### config.mk
export PLATFORM = sky130hd
export DESIGN_NAME = soml_qam16_mapper
export DESIGN_NICKNAME = d
export VERILOG_FILES = /design/src/rtl/soml_qam16_mapper.sv
export SDC_FILE = /design/constraint.sdc
export NUM_CORES = 1
export LEC_CHECK = 0
export ABC_AREA = 1
export CAP_MARGIN = 20
export CORE_ASPECT_RATIO = 1.2
export CORE_MARGIN = 3
export CORE_UTILIZATION = 41
export DETAILED_ROUTE_END_ITERATION = 6
export GPL_TIMING_DRIVEN = 0
export PLACE_DENSITY = 0.85
export SETUP_SLACK_MARGIN = 0.1
export SYNTH_ARGS = -nofsm -noshare
export SYNTH_HDL_FRONTEND = slang
export SYNTH_SLANG_ARGS = --single-unit
export TNS_END_PERCENT = 10
### constraint.sdc
create_clock -name clk -period 3.9 [get_ports clk]
set_input_delay 0.975 -clock clk [delete_from_list [all_inputs] [get_ports clk]]
set_output_delay 0.975 -clock clk [all_outputs]
set_load 0.01 [all_outputs]
### src/rtl/soml_qam16_mapper.sv
// -----------------------------------------------------------------------------
// soml_qam16_mapper
//
// Transmit-side 16-QAM symbol mapper for the SOML link. Each accepted byte is
// split into two 4-bit symbols: the high nibble is sent first, then the low
// nibble. In each nibble the upper 2 bits select the I level and the lower 2
// bits select the Q level. Each 2-bit field is Gray-mapped onto the 4-PAM
// levels {-3,-1,+1,+3}, and each level is output as a signed fixed-point
// value (level << Q) that is N bits wide.
//
// Ports
//   clk      rising-edge clock
//   rst_n    asynchronous active-low reset
//   s_valid  input byte valid
//   s_ready  mapper can accept s_data this cycle
//   s_data   payload byte; [7:4] = symbol 0, [3:0] = symbol 1
//   m_valid  output symbol valid
//   m_ready  downstream accepts the symbol
//   m_i      signed in-phase level (zero when m_valid=0)
//   m_q      signed quadrature level (zero when m_valid=0)
//   m_last   current symbol is the last of its frame
//   sym_cnt  index of the current symbol within its frame
//
// State table
//   state | meaning
//   IDLE  | no byte held; m_valid=0; ready for a new byte
//   HI    | byte held; emitting nibble [7:4]
//   LO    | byte held; emitting nibble [3:0]; a new byte may be taken on
//         | the same edge that this symbol is consumed
// -----------------------------------------------------------------------------
module soml_qam16_mapper #(
    parameter int N          = 16,
    parameter int Q          = 8,
    parameter int FRAME_SYMS = 64
) (
    input  logic                          clk,
    input  logic                          rst_n,
    input  logic                          s_valid,
    output logic                          s_ready,
    input  logic [7:0]                    s_data,
    output logic                          m_valid,
    input  logic                          m_ready,
    output logic [N-1:0]                  m_i,
    output logic [N-1:0]                  m_q,
    output logic                          m_last,
    output logic [$clog2(FRAME_SYMS)-1:0] sym_cnt
);

    localparam int CW = $clog2(FRAME_SYMS);

    // The integer part must be wide enough to hold +/-3 exactly.
    if (N - Q < 3) begin : g_bad_width
        $error("soml_qam16_mapper: N-Q must be >= 3");
    end
    if ((FRAME_SYMS < 2) || (FRAME_SYMS % 2 != 0)) begin : g_bad_frame
        $error("soml_qam16_mapper: FRAME_SYMS must be even and >= 2");
    end

    localparam logic [N-1:0] LVL_P1 = N'(1) << Q;
    localparam logic [N-1:0] LVL_P3 = N'(3) << Q;
    localparam logic [N-1:0] LVL_M1 = -LVL_P1;
    localparam logic [N-1:0] LVL_M3 = -LVL_P3;
    localparam logic [CW-1:0] LAST_IDX = CW'(FRAME_SYMS - 1);

    typedef enum logic [1:0] {
        IDLE = 2'd0,
        HI   = 2'd1,
        LO   = 2'd2
    } state_t;

    state_t      state;
    state_t      state_nxt;
    logic [7:0]  byte_q;
    logic [3:0]  nibble;
    logic        s_xfer;
    logic        m_xfer;

    // Gray order: adjacent levels differ in exactly one bit.
    function automatic logic [N-1:0] pam_level(input logic [1:0] bits);
        logic [N-1:0] lvl;
        case (bits)
            2'b00:   lvl = LVL_M3;
            2'b01:   lvl = LVL_M1;
            2'b11:   lvl = LVL_P1;
            default: lvl = LVL_P3;
        endcase
        return lvl;
    endfunction

    // Every m_* output is decoded from registers only. The one combinational
    // path, m_ready -> s_ready, is what lets LO hand off to the next byte
    // without a bubble.
    assign m_valid = (state != IDLE);
    assign s_ready = (state == IDLE) | ((state == LO) & m_ready);
    assign s_xfer  = s_valid & s_ready;
    assign m_xfer  = m_valid & m_ready;

    always_comb begin
        state_nxt = state;
        case (state)
            IDLE: if (s_xfer) state_nxt = HI;
            HI:   if (m_xfer) state_nxt = LO;
            LO: begin
                if (m_xfer) state_nxt = s_xfer ? HI : IDLE;
            end
            default: state_nxt = IDLE;
        endcase
    end

    always_ff @(posedge clk or negedge rst_n) begin
        if (!rst_n) begin
            state   <= IDLE;
            byte_q  <= 8'h00;
            sym_cnt <= '0;
        end else begin
            state <= state_nxt;
            if (s_xfer) begin
                byte_q <= s_data;
            end
            if (m_xfer) begin
                sym_cnt <= (sym_cnt == LAST_IDX) ? '0 : sym_cnt + 1'b1;
            end
        end
    end

    assign nibble = (state == HI) ? byte_q[7:4] : byte_q[3:0];
    assign m_i    = m_valid ? pam_level(nibble[3:2]) : '0;
    assign m_q    = m_valid ? pam_level(nibble[1:0]) : '0;
    assign m_last = m_valid & (sym_cnt == LAST_IDX);

endmodule

== Word level (Yosys, flattened, before mapping) ==
Index checks and enable logic that the tools add are counted.
Operators by class
  $add $sub $neg: 1
  multipliers: 0
  divide/modulo/power cells: 0
  magnitude comparators: 0
  eq/ne operators: 10
  shift operators: 0
  muxes and demuxes: 11
  bitwise gates (word level): 5
  reduce and logical (&&, ||, !) cells: 5
Operator list (number)
  $pmux 16 s3: 2
  $mux 16: 2
  $add 6x1->6 const B: 1
  $eq 2x1->1 const B: 3
  $eq 2x2->1 const B: 3
  $eq 6x6->1 const B: 1
  $logic_not 2->1: 3
  $mux 2: 3
  $mux 6: 1
  $ne 2x2->1 const B: 3
  $pmux 2 s3: 1
  $and 1x1->1: 4
  $mux 4: 1
  $reduce_and 3->1: 1
  $reduce_bool 2->1: 1
  $mux 1: 1
  $or 1x1->1: 1
Word-level totals
  register bits: 16
  latch bits: 0
  bits in writable memories: 0
  bits in read-only memories: 0
  bits of input ports: 12
  logic and storage cells: 35
  memories: 0

== Depth between registers and ports, before layout ==
Gate-level depths: netlist of the first run.
  depth in word-level cells: 7
  mapped depth: 7
  depth with buffers taken out: 7

== Least setup slack after synthesis of the first run ==
No wires, ideal clock.
  path type: input-to-output
  start point: in m_ready
  end point: out s_ready
  arrival time: 1294 ps
  required time: 2925 ps
  slack: 1631 ps
  stages on the path: 4
  buffers on the path: 0
  cell sequence: inv_1 -> nand2_1 -> nand2_1 -> inv_2
On the way
  word-level cells in the longest chain between the ends: 2
RTL lines
  start: declaration: RTL line 42  | input logic m_ready,
  $and 1x1->1: RTL line 94  | assign s_ready = (state == IDLE) | ((state == LO) & m_ready);
  $or 1x1->1: RTL line 94
  end: declaration: RTL line 39  | output logic s_ready,
No other way between the ends.

== Worst setup path after layout of the first run ==
Same ends and word-level chain as after synthesis.

==> results of run 1 <==
[cells in the mapped netlist]
library cell   n
nand2_1       48
buf_4         28
dfrtp_1       16
nand3_1       16
nor2_1        13
inv_1          8
o21ai_0        3
nand2_2        2
clkbuf_1       1
conb_1         1
ha_1           1
inv_2          1
nand3b_1       1
nor2_2         1
nor2_4         1
xnor2_1        1
xor2_1         1
[worst paths after layout]
check	depth (start not counted)	slack, ns	endpoint	start
worst min-delay path	2	0.48	byte_q[5]	byte_q[5]
worst min register to register	2	0.48	byte_q[5]	byte_q[5]
min in group asynchronous	1	1.11	sym_cnt[1]	rst_n
worst max-delay path	6	0.48	s_ready	m_ready
max in group asynchronous	1	2.34	byte_q[5]	rst_n
worst max register to register	6	2.62	sym_cnt[0]	sym_cnt[1]
[critical path, cell delays in order]
cell,delay (ns)
clkdlybuf4s50_1,0.51
inv_1,0.10
nand2_1,0.06
nand2_1,0.07
inv_2,0.15
clkdlybuf4s50_1,0.57
[flip-flops by register name, indices dropped and copies added, names as in the netlist]
| register | flops |
|---|---|
| byte_q | 8 |
| sym_cnt | 6 |
| state | 2 |
[per-layer routing]
layer / global-route usage, % / wire length [um] / vias to the layer above
met5: 0 / 0 / -
met4: 5.62 / 25 / 0
met3: 1.45 / 140 / 2
met2: 26.0 / 1100 / 45
met1: 18.6 / 853 / 423
li1: - / - / 505
[area by class of cell]
class / count / area [um2]
inverters: 9 / 33.8
repair buffers: 35 / 350
plain buffers: 29 / 214
flip-flops and latches: 16 / 400
fillers: 214 / 828
clock buffers: 4 / 36.3
well taps: 31 / 38.8
multi-input cells: 104 / 452
[metrics by stage]
step	setup WS, ns	hold WS, ns	utilization (%)	area [um2]
detailed placement	0.477	0.461	63.3	1490
CTS	0.469	0.484	64.8	1530
finish	0.484	0.479	64.8	1530
global placement	0.488	0.457	63.3	1490
global route	0.393	0.514	64.8	1530
floorplan	1.63	0.442	-	1100
[cell families after synthesis]
logic type | Yosys count | share of synthesized area, %
flip-flops | 16 | 38.4
XOR/XNOR | 2 | 1.68
buffers and inverters | 38 | 23.7
other | 1 | 0.359
AND/OR/NAND/NOR | 82 | 33.2
AO/OA/AOI/OAI | 3 | 1.44
adder cells (fa/ha/maj) | 1 | 1.20
[report_power, final]
part	internal [W]	switching [W]	leakage, nW	total [W]
Sequential	0.000242	0.0000661	0.197	0.000308
Combinational	0.000482	0.000374	0.598	0.000856
Clock	0.0000567	0.0000516	0.0210	0.000108
==> results.txt, run 1 <==
endpoint class of the critical path = primary output
number of routed nets with antenna violations = 0
power density of the placed cells = 834 nW/um2
Diodes inserted = 0
Crit Path Max Fanout = 10
via count = 975
vias per cell = 4.28
top cell type's share of synthesized area = 38.4%
io pins = 53
share of the yosys chip area belonging to registers = 38.4%
Initial Util = 44.3%
setup tns final = 0 ns
Detailed Routing Iterations Pass 1 = 4
die height = 61.3 um
Min-Delay Path Class = reg -> reg
estimated wirelength of the detail-placed design = 1.77 mm
number of buffers created by CTS = 3
Clock Sinks = 16
Post-Syn Area = 1040 um2
slew at the pin closest to its max-slew limit = 0.711 ns
setup-violating endpoint count in the final report = 0
commonest cells after routing, fill and taps aside = 48 x nand2_1, 35 x clkdlybuf4s50_1, 28 x buf_4
I/O Buffers = 35
pins over their slew limit = 0
VDD IR-drop max = 449 uV
Net count, final = 211
final count of hold timing violations = 0
max-capacitance violation count = 0
number of register bits inferred by synthesis = 16
first-pass GRT wire length = 3.66 mm
top achievable clock speed = 293 MHz
number of global-route vias before repair = 887
die footprint = 3190 um2
placer's final routability congestion estimate = 0.782
biggest area contributors in the synthesized netlist = dfrtp_1 38%, buf_4 20%, nand2_1 17%, nand3_1 7.7%, nor2_1 4.7%
average wire per standard cell = 9.31 um
largest buffer count on any clock path = 2
total number of placement rows = 19
post-synthesis cell type with the largest combined area = dfrtp_1
count of warnings emitted by yosys = 0
Setup Buffers After CTS = 0
unique cell type count in the Yosys netlist = 17
period utilisation layout = 87.6%
worst path required time = 2.92 ns
worst slew margin relative to its limit = 52.4%
clock period minus worst slack = 3.42 ns
routed wire length = 2.12 mm
placeable core region = 2350 um2
setup repair after global routing missed its margin = no
CTS Hold Buffers Added = 0
DRC = 0
pin count of the biggest net entering global routing = 17
clock insertion delay at the later pin of the skew report = 0.28 ns
worst-case clock skew = 0.00316 ns
clock tree from TritonCTS = yes
post-layout total power = 0.00127 W
Initial DRC Count = 19
Finished Layout Cells = 228
clock transition time at the flip-flop clock pins of the worst setup and hold paths = 0.09 ns
cell chosen for the clock root = clkbuf_4
global-route total usage across every layer = 14.8%
die width = 52.1 um
final global-route overflow total = 0
quantity of gates resized following cts = 0
H-tree level count = 1
area overhead of the layout relative to synthesis = 46.2%
ratio of cells with drive above 1 in the final layout = 18.8%
most frequent standard cell in the layout excluding fill and tap cells = nand2_1
type of the worst setup path = in -> out
initial antenna violation count = 0
placed instance count = 224
Syn Area/Cell = 7.30 um2
Data arrival, critical path = 2.44 ns
status = complete, no violations
Synth Instances = 143
startpoint kind of the worst setup timing path = input pin
cell leakage power = 0.816 nW
(Power assumes the default switching activity.)
==> run 2, diff against run 1 <==
--- a/config.mk
+++ b/config.mk
@@ -5,14 +5,13 @@
 export SDC_FILE = /design/constraint.sdc
 export NUM_CORES = 1
 export LEC_CHECK = 0
-export ABC_AREA = 1
 export CAP_MARGIN = 20
 export CORE_ASPECT_RATIO = 1.2
 export CORE_MARGIN = 3
 export CORE_UTILIZATION = 41
 export DETAILED_ROUTE_END_ITERATION = 6
 export GPL_TIMING_DRIVEN = 0
-export PLACE_DENSITY = 0.85
+export PLACE_DENSITY = 0.86
 export SETUP_SLACK_MARGIN = 0.1
 export SYNTH_ARGS = -nofsm -noshare
 export SYNTH_HDL_FRONTEND = slang
==> run 2 against run 1 <==
Sequential power up 5%. Flip-flop and latch count is the same. Register-to-register slack got worse by 0.21 ns. Clock power about the same. First-iteration DRC count shrank 84%. Synthesized area fell by 4.8%. Cell count fell by 21%. Total power shrank 6.7%. Wire length shrank 9.7%.
==> results.txt, run 2 <==
status = complete, no violations (unchanged)
most frequent standard cell in the layout excluding fill and tap cells = clkdlybuf4s50_1 (was nand2_1)
Clock power frac = 9.0% (was 8.5%)
vias per cell = 4.46 (was 4.28)
Crit Path Max Fanout = 5 (was 10)
io pins = 53 (unchanged)
die height = 59.9 um (was 61.3 um)
FF+latch area = 400 um2 (unchanged)
Largest register FFs = 8 (unchanged)
final global-route overflow total = 0 (unchanged)
worst slew margin relative to its limit = 53.5% (was 52.4%)
post-layout total power = 0.00119 W (was 0.00127 W)
first-pass GRT wire length = 3.29 mm (was 3.66 mm)
Syn Area/Cell = 10.5 um2 (was 7.30 um2)
max-capacitance violation count = 0 (unchanged)
number of enable-type register cells in the synthesized netlist = 0 (unchanged)
Detailed Routing Iterations Pass 1 = 2 (was 4)
number of buffers created by CTS = 3 (unchanged)
clock insertion delay at the later pin of the skew report = 0.28 ns (about the same)
initial antenna violation count = 0 (unchanged)
setup-violating endpoint count in the final report = 0 (unchanged)
leading registers by flop count = byte_q x8, sym_cnt x6, state x2 (unchanged)
setup tns final = 0 ns (unchanged)
slew at the pin closest to its max-slew limit = 0.696 ns (was 0.711 ns)
pins over their slew limit = 0 (unchanged)
Initial DRC Count = 3 (was 19)
top achievable clock speed = 307 MHz (was 293 MHz)
count of warnings emitted by yosys = 0 (unchanged)
average wire per standard cell = 10.7 um (was 9.31 um)
share of the yosys chip area belonging to registers = 40.3% (was 38.4%)
VDD IR-drop max = 470 uV (was 449 uV)
Net count, final = 164 (was 211)
die footprint = 3050 um2 (was 3190 um2)
combined area of the multi-input logic cells = 427 um2 (was 452 um2)
CTS Hold Buffers Added = 0 (unchanged)
placeable core region = 2180 um2 (was 2350 um2)
ratio of cells with drive above 1 in the final layout = 29.3% (was 18.8%)
largest buffer count on any clock path = 2 (unchanged)
quantity of gates resized following cts = 0 (unchanged)
top cell type's share of synthesized area = 40.3% (was 38.4%)
pin count of the biggest net entering global routing = 17 (unchanged)
Clock Sinks = 16 (unchanged)
Post-Syn Area = 993 um2 (was 1040 um2)
worst path required time = 2.92 ns (about the same)
clock tree from TritonCTS = yes (unchanged)
internal cell power = 0.000778 W (was 0.000781 W)
worst-case clock skew = 0.00535 ns (was 0.00316 ns)
via count = 802 (was 975)
number of global-route vias before repair = 775 (was 887)
estimated wirelength of the detail-placed design = 1.57 mm (was 1.77 mm)
Diodes inserted = 0 (unchanged)
final count of hold timing violations = 0 (unchanged)
FFs w/ async S/R, synth = 100% (unchanged)
power share of the combinational group = 63.9% (was 67.3%)
largest register by flop count = byte_q (unchanged)
global-route total usage across every layer = 14.2% (was 14.8%)
Setup Buffers After CTS = 0 (unchanged)
fill cell instance count of the final layout = 177 (was 214)
area overhead of the layout relative to synthesis = 49.4% (was 46.2%)
clock transition time at the flip-flop clock pins of the worst setup and hold paths = 0.08 ns (was 0.09 ns)
DRC = 0 (unchanged)
H-tree level count = 1 (unchanged)
setup repair after global routing missed its margin = no (unchanged)
sequential cell fraction of total power = 27.1% (was 24.2%)
library cell with the highest instance count after synthesis = buf_4 (was nand2_1)
post-synthesis cell type with the largest combined area = dfrtp_1 (unchanged)
Post-Place Worst Slack = 0.636 ns (was 0.477 ns)
PnR worst setup slack = 0.643 ns (was 0.484 ns)
period utilisation layout = 83.5% (was 87.6%)
routed wire length = 1.92 mm (was 2.12 mm)
placer's final routability congestion estimate = 0.723 (was 0.782)
type of the worst setup path = in -> out (unchanged)
biggest area contributors in the synthesized netlist = dfrtp_1 40%, buf_4 21%, mux2_2 9.1%, xnor2_1 5.3%, o22ai_1 2.5% (was dfrtp_1 38%, buf_4 20%, nand2_1 17%, nand3_1 7.7%, nor2_1 4.7%)
number of routed nets with antenna violations = 0 (unchanged)
Synth Instances = 95 (was 143)
placed instance count = 176 (was 224)
total number of placement rows = 18 (was 19)
endpoint class of the critical path = primary output (unchanged)
I/O Buffers = 36 (was 35)
top cells by instance count after synthesis = 28 x buf_4, 16 x dfrtp_1, 8 x mux2_2, 6 x xnor2_1, 5 x nand2_1 (was 48 x nand2_1, 28 x buf_4, 16 x dfrtp_1, 16 x nand3_1, 13 x nor2_1)
Data arrival, critical path = 2.28 ns (was 2.44 ns)
Finished Layout Cells = 180 (was 228)
cell leakage power = 0.680 nW (was 0.816 nW)
commonest cells after routing, fill and taps aside = 36 x clkdlybuf4s50_1, 28 x buf_4, 16 x conb_1, 16 x dfrtp_1, 8 x mux2_2 (was 48 x nand2_1, 35 x clkdlybuf4s50_1, 28 x buf_4)
most frequently used flop master after synthesis = dfrtp_1 (unchanged)
Min-Delay Path Class = reg -> reg (unchanged)
unique cell type count in the Yosys netlist = 28 (was 17)
Initial Util = 45.5% (was 44.3%)
fraction of power spent switching nets = 34.5% (was 38.6%)
number of register bits inferred by synthesis = 16 (unchanged)
power density of the placed cells = 800 nW/um2 (was 834 nW/um2)
clock period minus worst slack = 3.26 ns (was 3.42 ns)
startpoint kind of the worst setup timing path = input pin (unchanged)
cell chosen for the clock root = clkbuf_4 (unchanged)
Net Switching = 0.000410 W (was 0.000492 W)
die width = 50.9 um (was 52.1 um)
## run 2: worst max-delay path, cell delays in order
cell and delay, ns:
clkdlybuf4s50_1 0.59, nor2b_4 0.09, nor2_1 0.10, clkdlybuf4s50_1 0.54
## run 2: final timing paths
path | from | endpoint | slack, ns | cells past startpoint
setup / recovery | m_ready | s_ready | 0.64 | 4
hold / removal | sym_cnt[4] | sym_cnt[4] | 0.51 | 1
setup reg to reg | state[1] | byte_q[5] | 2.41 | 3
hold reg to reg | sym_cnt[4] | sym_cnt[4] | 0.51 | 1
max in group asynchronous | rst_n | sym_cnt[2] | 2.35 | 1
min in group asynchronous | rst_n | sym_cnt[1] | 1.10 | 1
## run 2: cell type report
cell class                      instances  area share (%)
Inverter                                2           0.506
Clock buffer                            4            2.45
Sequential cell                        16            27.0
Tap cell                               30            2.53
Multi-Input combinational cell         63            28.8
Timing Repair Buffer                   36            24.3
Buffer                                 29            14.5
## run 2: kinds of logic after synthesis
logic type,count (synthesis),share of synthesized area (%)
buffers and inverters,31,22.4
AND/OR/NAND/NOR,18,11.1
flip-flops,16,40.3
AO/OA/AOI/OAI,14,10.2
multiplexers,8,9.07
XOR/XNOR,6,5.29
adder cells (fa/ha/maj),1,1.26
other,1,0.377
## run 2: metal layers
layer	up-vias	track usage (%)	part of all wire, %
li1	393	-	-
met1	359	16.4	41
met2	45	23.4	46
met3	5	4.24	11
met4	0	7.69	2.0
met5	-	0	0
## run 2: power by group through the flow
stage          registers (W)  logic [W]  clock network, W
2_1_floorplan       0.000321   0.000423                 0
3_3_place_gp        0.000319   0.000749                 0
6_report            0.000322   0.000759          0.000107
4_1_cts             0.000322   0.000769          0.000111
5_1_grt             0.000337   0.000823          0.000119
3_5_place_dp        0.000325   0.000766                 0
## run 2: through the flow
stage | hold slack, ns | area (um2) | util, %
detailed placement | 0.487 | 1450 | 66.3
global route | 0.534 | 1480 | 67.9
CTS | 0.507 | 1480 | 67.9
floorplan | 0.502 | 1050 | -
global placement | 0.485 | 1450 | 66.3
finish | 0.508 | 1480 | 67.9
==> run 3, diff against run 2 <==
--- a/config.mk
+++ b/config.mk
@@ -8,10 +8,10 @@
 export CAP_MARGIN = 20
 export CORE_ASPECT_RATIO = 1.2
 export CORE_MARGIN = 3
-export CORE_UTILIZATION = 41
+export CORE_UTILIZATION = 35
 export DETAILED_ROUTE_END_ITERATION = 6
 export GPL_TIMING_DRIVEN = 0
-export PLACE_DENSITY = 0.86
+export PLACE_DENSITY = 0.79
 export SETUP_SLACK_MARGIN = 0.1
 export SYNTH_ARGS = -nofsm -noshare
 export SYNTH_HDL_FRONTEND = slang
==> constraint.sdc (replaced) <==
create_clock -name clk -period 2.8 [get_ports clk]
set_input_delay 0.7 -clock clk [delete_from_list [all_inputs] [get_ports clk]]
set_output_delay 0.7 -clock clk [all_outputs]
set_load 0.01 [all_outputs]
==> run 3 against run 2 <==
Highest routed layer unchanged. Clock-buffer cell count decreased by 1. Largest power group unchanged. Clock power increased by 9%. Utilization decreased by 11 points. Total power increased by 42%. Sequential power increased by 45%. Worst setup slack got worse by 0.43 ns. Critical path depth increased by 1. Clock skew decreased by 0.0050 ns. Global-route usage decreased by 1.5 points. Critical path type is now reg -> out. Cell area increased by 1.4%.
==> results.txt, run 3 (same netlist as run 2, synthesis figures left out) <==
status = complete, no violations (unchanged)
power density of the placed cells = 1120 nW/um2 (was 800 nW/um2)
largest buffer count on any clock path = 2 (unchanged)
max-capacitance violation count = 0 (unchanged)
cell chosen for the clock root = clkbuf_4 (unchanged)
die width = 54.6 um (was 50.9 um)
number of global-route vias before repair = 796 (was 775)
average wire per standard cell = 11.3 um (was 10.7 um)
placed instance count = 179 (was 176)
I/O Buffers = 36 (unchanged)
number of buffers created by CTS = 3 (unchanged)
VDD IR-drop max = 611 uV (was 470 uV)
placer's final routability congestion estimate = 0.686 (was 0.723)
die height = 64.4 um (was 59.9 um)
Largest register FFs = 8 (unchanged)
die footprint = 3520 um2 (was 3050 um2)
post-detailed-placement cell area = 1450 um2 (about the same)
Clock Sinks = 16 (unchanged)
CTS Hold Buffers Added = 0 (unchanged)
leading registers by flop count = byte_q x8, sym_cnt x6, state x2 (unchanged)
FF+latch area = 400 um2 (unchanged)
commonest cells after routing, fill and taps aside = 35 x clkdlybuf4s50_1, 28 x buf_4, 16 x conb_1, 16 x dfrtp_1, 8 x mux2_2 (was 36 x clkdlybuf4s50_1, 28 x buf_4, 16 x conb_1, 16 x dfrtp_1, 8 x mux2_2)
Initial Util = 37.8% (was 45.5%)
Finished Layout Cells = 182 (was 180)
combined area of the multi-input logic cells = 457 um2 (was 427 um2)
period utilisation layout = 92.2%
number of routed nets with antenna violations = 0 (unchanged)
worst-case clock skew = 0.000374 ns (was 0.00535 ns)
final count of hold timing violations = 0 (unchanged)
Diodes inserted = 0 (unchanged)
endpoint class of the critical path = primary output (unchanged)
cell leakage power = 0.678 nW (was 0.680 nW)
worst path required time = 2.10 ns (was 2.92 ns)
Data arrival, critical path = 1.88 ns (was 2.28 ns)
area overhead of the layout relative to synthesis = 51.5% (was 49.4%)
top achievable clock speed = 387 MHz
pins over their slew limit = 0 (unchanged)
Initial DRC Count = 8 (was 3)
pin count of the biggest net entering global routing = 17 (unchanged)
clock period minus worst slack = 2.58 ns
H-tree level count = 1 (unchanged)
vias per cell = 4.41 (was 4.46)
setup-violating endpoint count in the final report = 0 (unchanged)
final global-route overflow total = 0 (unchanged)
io pins = 53 (unchanged)
setup repair after global routing missed its margin = no (unchanged)
Detailed Routing Iterations Pass 1 = 2 (unchanged)
estimated wirelength of the detail-placed design = 1.66 mm (was 1.57 mm)
Net count, final = 164 (unchanged)
Crit Path Max Fanout = 6 (was 5)
placeable core region = 2630 um2 (was 2180 um2)
clock insertion delay at the later pin of the skew report = 0.28 ns (about the same)
clock tree from TritonCTS = yes (unchanged)
first-pass GRT wire length = 3.36 mm (was 3.29 mm)
Min-Delay Path Class = reg -> reg (unchanged)
global-route total usage across every layer = 12.6% (was 14.2%)
total number of placement rows = 20 (was 18)
type of the worst setup path = reg -> out (was in -> out)
fill cell instance count of the final layout = 242 (was 177)
ratio of cells with drive above 1 in the final layout = 31.5% (was 29.3%)
post-route cell area = 1510 um2 (was 1480 um2)
initial antenna violation count = 0 (unchanged)
DRC = 0 (unchanged)
worst slew margin relative to its limit = 53.2% (was 53.5%)
startpoint kind of the worst setup timing path = register (was input pin)
clock transition time at the flip-flop clock pins of the worst setup and hold paths = 0.09 ns (was 0.08 ns)
slew at the pin closest to its max-slew limit = 0.699 ns (was 0.696 ns)
via count = 802 (unchanged)
largest register by flop count = byte_q (unchanged)
most frequent standard cell in the layout excluding fill and tap cells = clkdlybuf4s50_1 (unchanged)
routed wire length = 2.05 mm (was 1.92 mm)
==> run 3: changes by cell type in the layout (fill, tap and decap cells not counted) <==
cell             previous run  this run
inv_4                       0         1
o22ai_1                     4         2
nand2_2                     0         1
clkdlybuf4s50_1            36        35
dlygate4sd2_1               0         1
nand2_1                     5         4
inv_1                       2         1
clkbuf_8                    1         0
o22ai_4                     0         2
==> run 3: critical path, cell delays in order (launching register included) <==
cell and delay, ns:
dfrtp_1 0.45, inv_4 0.14, nand2_2 0.13, o22ai_4 0.22, buf_4 0.15, clkdlybuf4s50_1 0.52
==> run 3: path summary, 6_finish.rpt <==
path                             from    endpoint  slack (ns)  cells after the start
setup / recovery             state[1]     m_i[12]        0.22                      5
hold / removal             sym_cnt[4]  sym_cnt[4]        0.50                      1
setup reg to reg             state[1]   byte_q[6]        1.27                      3
hold reg to reg            sym_cnt[4]  sym_cnt[4]        0.50                      1
max in group asynchronous       rst_n    state[0]        1.52                      1
min in group asynchronous       rst_n  sym_cnt[1]        0.84                      1
==> run 3: per-stage QoR <==
step / hold slack [ns] / setup TNS, ns / total power (W) / utilization (%) / setup slack, ns
finish: 0.503 / 0 / 0.00169 / 57.3 / 0.217
detailed placement: 0.488 / 0 / 0.00153 / 55.2 / 0.0707
global route: 0.553 / 0 / 0.00182 / 57.3 / 0.102
global placement: 0.484 / 0 / 0.00149 / 55.2 / 0.0881
CTS: 0.510 / -0.215 / 0.00165 / 56.0 / -0.0374
floorplan: 0.404 / 0 / 0.00104 / - / 0.873
==> run 3: what timing repair did <==
item	in CTS	in global routing
pin swaps	0	1
setup endpoints to repair	13	12
gates resized for setup	1	7
endpoints found under the hold margin	0	0
setup buffers	0	0
==> run 3: power breakdown <==
group | switching [W] | leakage, nW | internal [W] | total [W]
sequential | 0.000128 | 0.189 | 0.000339 | 0.000466
clock | 0.0000672 | 0.0138 | 0.0000498 | 0.000117
combinational | 0.000417 | 0.475 | 0.000689 | 0.00111
total | 0.000612 | 0.678 | 0.00108 | 0.00169
==> run 3: per-layer routing <==
metal	global-route usage [%]	wire [um]	vias up
met5	0	0	-
met4	3.74	27	0
met3	3.26	261	4
met2	21.7	968	44
met1	14.6	795	358
li1	-	-	396
==> run 3: final cells by class <==
cell class | instances | share of cell area [%]
multi-input combinational | 63 | 30.3
inverter | 2 | 0.665
buffer | 29 | 14.3
sequential | 16 | 26.6
clock buffer | 3 | 1.50
timing repair buffer | 36 | 23.9
tap | 33 | 2.74
